<file path="config.mk">
export PLATFORM = sky130hd
export DESIGN_NAME = fifo_read_arbiter_flat
export DESIGN_NICKNAME = d
export VERILOG_FILES = /design/src/rtl/fifo_read_arbiter_if.sv /design/src/rtl/fifo_read_arbiter.sv /design/src/flat_wrapper.sv
export SDC_FILE = /design/constraint.sdc
export NUM_CORES = 1
export LEC_CHECK = 0
export ABC_CLOCK_PERIOD_IN_PS = 1900
export CAP_MARGIN = 25
export CORE_UTILIZATION = 41
export DETAILED_ROUTE_END_ITERATION = 16
export PLACE_DENSITY = 0.78
export SYNTH_ARGS = -nofsm -noshare
export SYNTH_HDL_FRONTEND = slang
export SYNTH_SLANG_ARGS = --single-unit
</file>
<file path="constraint.sdc">
create_clock -name clk -period 1.9 [get_ports clk]
set_clock_uncertainty 0.05 [all_clocks]
set_input_delay 0.19 -clock clk [delete_from_list [all_inputs] [get_ports clk]]
set_output_delay 0.19 -clock clk [all_outputs]
set_load 0.01 [all_outputs]
</file>
<file path="src/rtl/fifo_read_arbiter_if.sv">
// Read-port bundle between the round-robin arbiter, the FIFO read side and
// the downstream consumers. The master modport is the arbiter's view.
interface fifo_read_arbiter_if #(
  parameter int NUM_REQ    = 4,
  parameter int DATA_WIDTH = 8,
  parameter int ID_WIDTH   = $clog2(NUM_REQ)
);
  logic [NUM_REQ-1:0]    req;
  logic                  fifo_empty;
  logic [DATA_WIDTH-1:0] fifo_rdata;
  logic                  rd_inc;
  logic [NUM_REQ-1:0]    gnt;
  logic                  out_valid;
  logic [DATA_WIDTH-1:0] out_data;
  logic [ID_WIDTH-1:0]   out_id;
  logic                  burst_done;

  modport master (
    input  req, fifo_empty, fifo_rdata,
    output rd_inc, gnt, out_valid, out_data, out_id, burst_done
  );

  modport slave (
    output req, fifo_empty, fifo_rdata,
    input  rd_inc, gnt, out_valid, out_data, out_id, burst_done
  );
endinterface

</file>
<file path="src/rtl/fifo_read_arbiter.sv">
// Round-robin arbiter sharing the FIFO read port among NUM_REQ consumers.
// A winner holds a one-hot grant for up to MAX_BURST pops; popped words come
// back one cycle later tagged with the owner's index.
//
// state | meaning
// IDLE  | no grant; picks the next requester after last winner when data exists
// BURST | grant held; pops while owner requests, FIFO has data, burst not full
module fifo_read_arbiter #(
  parameter int NUM_REQ    = 4,
  parameter int DATA_WIDTH = 8,
  parameter int MAX_BURST  = 4,
  parameter int ID_WIDTH   = $clog2(NUM_REQ)
) (
  input logic clk,
  input logic rst_n,
  fifo_read_arbiter_if.master bus
);

  localparam int CNT_W = $clog2(MAX_BURST + 1);

  localparam logic [0:0] IDLE  = 1'b0;
  localparam logic [0:0] BURST = 1'b1;

  logic [0:0]            state;
  logic [ID_WIDTH-1:0]   owner;      // also serves as last_winner
  logic [CNT_W-1:0]      count;
  logic [NUM_REQ-1:0]    gnt_q;
  logic                  burst_done_q;
  logic                  out_valid_q;
  logic [DATA_WIDTH-1:0] out_data_q;
  logic [ID_WIDTH-1:0]   out_id_q;

  logic                  pick_found;
  logic [ID_WIDTH-1:0]   pick_id;
  logic [ID_WIDTH-1:0]   cand_id;
  int                    cand;
  logic                  pop;
  logic                  last_pop;
  logic                  exit_burst;

  // Round-robin search: first set request strictly after the last winner, wrapping.
  always_comb begin
    pick_found = 1'b0;
    pick_id    = '0;
    cand       = 0;
    cand_id    = '0;
    for (int i = 1; i <= NUM_REQ; i++) begin
      cand    = (int'(owner) + i) % NUM_REQ;
      cand_id = cand[ID_WIDTH-1:0];
      if (!pick_found && bus.req[cand_id]) begin
        pick_found = 1'b1;
        pick_id    = cand_id;
      end
    end
  end

  // Pop decision is combinational so the pointer moves in the same cycle the
  // owner sees data; a burst ends on the first cycle without a pop or after
  // the final allowed pop, so the release shows up one cycle later.
  always_comb begin
    pop        = (state == BURST) && bus.req[owner] && !bus.fifo_empty &&
                 (count < CNT_W'(MAX_BURST));
    last_pop   = pop && (count == CNT_W'(MAX_BURST - 1));
    exit_burst = (state == BURST) && (!pop || last_pop);
  end

  // Grant/burst state machine.
  always_ff @(posedge clk or negedge rst_n) begin
    if (!rst_n) begin
      state        <= IDLE;
      owner        <= ID_WIDTH'(NUM_REQ - 1);
      count        <= '0;
      gnt_q        <= '0;
      burst_done_q <= 1'b0;
    end else begin
      burst_done_q <= 1'b0;
      case (state)
        IDLE: begin
          if (pick_found && !bus.fifo_empty) begin
            gnt_q   <= {{(NUM_REQ-1){1'b0}}, 1'b1} << pick_id;
            owner   <= pick_id;
            count   <= '0;
            state   <= BURST;
          end
        end
        BURST: begin
          if (pop) begin
            count <= count + CNT_W'(1);
          end
          if (exit_burst) begin
            state        <= IDLE;
            gnt_q        <= '0;
            burst_done_q <= 1'b1;
          end
        end
        default: begin
          state <= IDLE;
          gnt_q <= '0;
        end
      endcase
    end
  end

  // Return path: capture the popped word and its owner at the pop edge.
  always_ff @(posedge clk or negedge rst_n) begin
    if (!rst_n) begin
      out_valid_q <= 1'b0;
      out_data_q  <= '0;
      out_id_q    <= '0;
    end else begin
      out_valid_q <= pop;
      if (pop) begin
        out_data_q <= bus.fifo_rdata;
        out_id_q   <= owner;
      end
    end
  end

  assign bus.rd_inc     = pop;
  assign bus.gnt        = gnt_q;
  assign bus.burst_done = burst_done_q;
  assign bus.out_valid  = out_valid_q;
  assign bus.out_data   = out_data_q;
  assign bus.out_id     = out_id_q;

endmodule

</file>
<file path="src/flat_wrapper.sv">
// flat-port wrapper written by rule: the top's interface ports become plain ports
module fifo_read_arbiter_flat 
#(
  parameter int NUM_REQ    = 4,
  parameter int DATA_WIDTH = 8,
  parameter int MAX_BURST  = 4,
  parameter int ID_WIDTH   = $clog2(NUM_REQ)
)
  (clk, rst_n, bus_req, bus_fifo_empty, bus_fifo_rdata, bus_rd_inc, bus_gnt, bus_out_valid, bus_out_data, bus_out_id, bus_burst_done);
  fifo_read_arbiter_if #(.NUM_REQ(NUM_REQ), .DATA_WIDTH(DATA_WIDTH), .ID_WIDTH(ID_WIDTH)) bus_i ();
  input logic clk;
  input logic rst_n;
  input wire logic [$bits(bus_i.req)-1:0] bus_req;
  input wire logic [$bits(bus_i.fifo_empty)-1:0] bus_fifo_empty;
  input wire logic [$bits(bus_i.fifo_rdata)-1:0] bus_fifo_rdata;
  output wire logic [$bits(bus_i.rd_inc)-1:0] bus_rd_inc;
  output wire logic [$bits(bus_i.gnt)-1:0] bus_gnt;
  output wire logic [$bits(bus_i.out_valid)-1:0] bus_out_valid;
  output wire logic [$bits(bus_i.out_data)-1:0] bus_out_data;
  output wire logic [$bits(bus_i.out_id)-1:0] bus_out_id;
  output wire logic [$bits(bus_i.burst_done)-1:0] bus_burst_done;
  assign bus_i.req = bus_req;
  assign bus_i.fifo_empty = bus_fifo_empty;
  assign bus_i.fifo_rdata = bus_fifo_rdata;
  assign bus_rd_inc = bus_i.rd_inc;
  assign bus_gnt = bus_i.gnt;
  assign bus_out_valid = bus_i.out_valid;
  assign bus_out_data = bus_i.out_data;
  assign bus_out_id = bus_i.out_id;
  assign bus_burst_done = bus_i.burst_done;
  fifo_read_arbiter #(.NUM_REQ(NUM_REQ), .DATA_WIDTH(DATA_WIDTH), .MAX_BURST(MAX_BURST), .ID_WIDTH(ID_WIDTH)) u_core (.clk(clk), .rst_n(rst_n), .bus(bus_i));
endmodule
</file>
==> results.tsv <==
stage	metric	value	unit
outcome	status	finished with violations	
outcome	violated checks	negative setup slack	
timing	final setup TNS	-0.118	ns
final_layout	Finished Core Util	63.6	%
yosys	Adder-Cell Fraction of Synth Area	2.33	%
yosys	xor and xnor area share after synthesis	0	%
route	Avg WL per Cell	14.4	um
final_layout	fill cell count	218	
die	Die H	53.2	um
timing	min Tclk post-route	1.92	ns
global_route	Remaining Overflow, GRT	0	
global_route	largest net degree at the start of global routing	23	
global_route	initial antenna violation count	0	
yosys	mean post-synth cell area	12.5	um^2
critical_path	CP arrival	1.68	ns
yosys	Synth Cell Area	1070	um^2
critical_path	worst-path cell with the longest stage delay	dfstp_2	
yosys	async set-reset flop share out of synthesis	100	%
final_layout	area grow syn2layout	46.9	%
die	# IOs	32	
critical_path	worst path cell trace	mux4_2, nand2_4, inv_2, buf_6	
die	initial core utilization	43.3	%
timing	max-slew violations	0	
pwr	leakage power total	0.000735	uW
clock_tree	TritonCTS clock tree	yes	
placed_design	hpwl dp	1720	um
die	core box area	2480	um^2
yosys	Netlist cell types	35	
placed_design	pre-CTS setup slack	-0.204	ns
yosys	Simple-Gate Fraction of Synth Area	10.7	%
clock_tree	H-tree depth	1	
clock_tree	clock latency on the worst-skew pair	0.31	ns
timing	Rel. slew slack	73.4	%
clock_tree	Clk Tree Root Cell	clkbuf_4	
die	Die ar.	2830	um^2
yosys	mux cell area share after synthesis	14.9	%
die	die width	53.2	um
timing	Worst-Margin Slew	0.396	ns
clock_tree	# clock sinks	22	
route	metal2 WL	1290	um
placed_design	Placed Area	1480	um^2
route	routed wl met3	162	um
yosys	#FFs+latches synth	22	
final_layout	antenna cells	0	
timing	final setup vio count	10	
final_layout	share of post-route cells with drive strength above 1	29.9	%
route	DRT iter0 DRCs	6	
yosys	synth top area cells	dfrtp_1 (47%), mux2_2 (6.3%), mux2_4 (5.6%)	
route	Via density	5.45	
timing	fmax	0.521	GHz
yosys	Synth Warn #	0	
critical_path	Startpoint Class	register	
global_route	vias in the first global route	862	
route	M1 WL	851	um
pwr	pwr dens	1410	nW/um^2
route	DRC	0	
timing	Hold Vio Cnt, Final	0	
die	Row Count	18	
yosys	sequential element share of the synthesized area	51.5	%
timing	final worst setup slack	-0.0212	ns
yosys	Main synth FF type	dfrtp_1	
yosys	Mapped Nets	103	
final_layout	Final nets	152	
global_route	first-pass GRT wire length	3710	um
critical_path	Setup CP Type	register to primary output	
pwr	Final Power	2220	uW
route	WL final	2360	um
yosys	EDFF count, synth	0	
critical_path	CP Capture Type	primary output	
yosys	Mapped Cells	86	
yosys	biggest area consumer among synthesized cells	dfrtp_1	
final_layout	Multi-input gate area	480	um^2
critical_path	top cell family by delay on the critical path	flip-flops	
route	Initial DRT Pass Iterations	4	
pwr	VDD IR max	0.949	mV
clock_tree	CTS Buf Count	3	
critical_path	CP bufs+invs	2	
timing	RSZ-0062 raised after global routing	true	
final_layout	Reg area	553	um^2
yosys	largest family of logic cells by synthesized area	compound AO/OA/AOI/OAI gates	
route	via count	894	
flow_run	MaxCap Viol Count	0	
critical_path	Worst EP required	1.66	ns
placed_design	Port Buffers	31	
placed_design	routability cong.	0.847	
critical_path	Critical Path Max Stage Delay	0.56	ns
clock_tree	Max Buffers Root-to-Sink	2	
clock_tree	clk slew on worst S/H paths	0.12	ns
hold_path	worst hold path type	primary input to async pin	
timing	crit share post-route	101	%
route	top layer in use	met4	
critical_path	crit-path max FO	2	
route	post-route ant nets	0	
yosys	complex-gate fraction of the synthesized area	15.4	%
yosys	post-synth top area share	46.6	%
final_layout	post-route cell area	1580	um^2
global_route	GRT Util Overall	19.3	%
[worst register-to-register path: cells and delay by family (launching register included)]
family / cells / cell delay (ns)
buf+inv: 2 / 0.23
flops: 1 / 0.56
simple gates: 1 / 0.10
mux: 2 / 0.86
[worst paths after layout]
path / startpoint / to / slack [ns] / depth (start not counted)
worst max-delay path: u_core.owner[0] / bus_rd_inc / -0.02 / 4
worst min-delay path: rst_n / u_core.bus.out_id[0] / 0.16 / 2
worst max register to register: u_core.owner[0] / u_core.bus.out_data[2] / -0.02 / 5
worst min register to register: u_core.count[0] / u_core.count[0] / 0.46 / 1
max in group asynchronous: rst_n / u_core.owner[1] / 1.36 / 2
min in group clk: bus_fifo_rdata[0] / u_core.bus.out_data[0] / 0.43 / 2
[stage by stage]
stage / hold WS [ns] / cells
2_1_floorplan: -0.156 / 86
3_3_place_gp: 0.430 / 156
3_5_place_dp: 0.445 / 156
4_1_cts: 0.172 / 163
5_1_grt: 0.181 / 164
6_report: 0.164 / 164
[where the power goes]
| part | total [uW] | internal (uW) | switching (uW) |
|---|---|---|---|
| clock network | 260 | 117 | 143 |
| logic | 1130 | 695 | 431 |
| registers | 835 | 685 | 150 |
[logic make-up after synthesis]
| group | after synthesis |
|---|---|
| AND/OR/NAND/NOR | 19 |
| adder cells (fa/ha/maj) | 2 |
| multiplexers | 12 |
| buffers and inverters | 8 |
| flip-flops | 22 |
| AO/OA/AOI/OAI | 23 |
[routing by layer]
metal | track usage [%] | up-vias
li1 | - | 409
met1 | 19.9 | 438
met2 | 35.9 | 42
met5 | 0 | -
met4 | 9.65 | 0
met3 | 4.60 | 5
[cells in the final DEF, fill, tap and decap left out, types with 2 or more instances in the layout]
master / netlist / layout
clkbuf_4: 0 / 3
inv_1: 3 / 3
buf_6: 1 / 3
mux2_4: 4 / 8
o2bb2ai_1: 2 / 2
nand3_1: 3 / 3
nor2_1: 4 / 4
a21oi_1: 5 / 5
mux2_2: 6 / 2
dfrtp_1: 20 / 20
nand2_1: 3 / 3
dfstp_2: 2 / 2
o21ai_0: 7 / 6
buf_4: 0 / 14
a22o_1: 2 / 2
nand2b_1: 2 / 2
clkdlybuf4s50_1: 0 / 30
ha_1: 2 / 2
[cell usage after synthesis, types with 2 or more instances]
cell,instances
ha_1,2
nor2_1,4
o2bb2ai_1,2
inv_1,3
dfrtp_1,20
o21ai_0,7
nand2_1,3
nand2b_1,2
mux2_4,4
mux2_2,6
a21oi_1,5
nand3_1,3
a22o_1,2
dfstp_2,2
[registers in the layout, indices dropped and copies added (netlist names)]
signal / count
u_core.bus.out_id: 2
u_core.owner: 2
u_core.bus.out_valid: 1
u_core.bus.gnt: 4
u_core.bus.out_data: 8
u_core.bus.burst_done: 1
u_core.state: 1
u_core.count: 3
[what timing repair did]
action | 4_1_cts | 5_1_grt
gates resized for setup | 10 | 4
endpoints found under the hold margin | 0 | 0
setup endpoints to repair | 6 | 12
pin swaps | 1 | 0
setup buffers | 3 | 1
hold buffers | 0 | 0
[area by class of cell]
cell class                      instances  share of cell area, %
Clock buffer                            4                   2.30
Tap cell                               30                   2.38
Sequential cell                        22                   35.1
Inverter                                4                  0.952
Timing Repair Buffer                   48                   28.8
Multi-Input combinational cell         56                   30.5
Note: power is estimated with default switching activity, not from simulation.
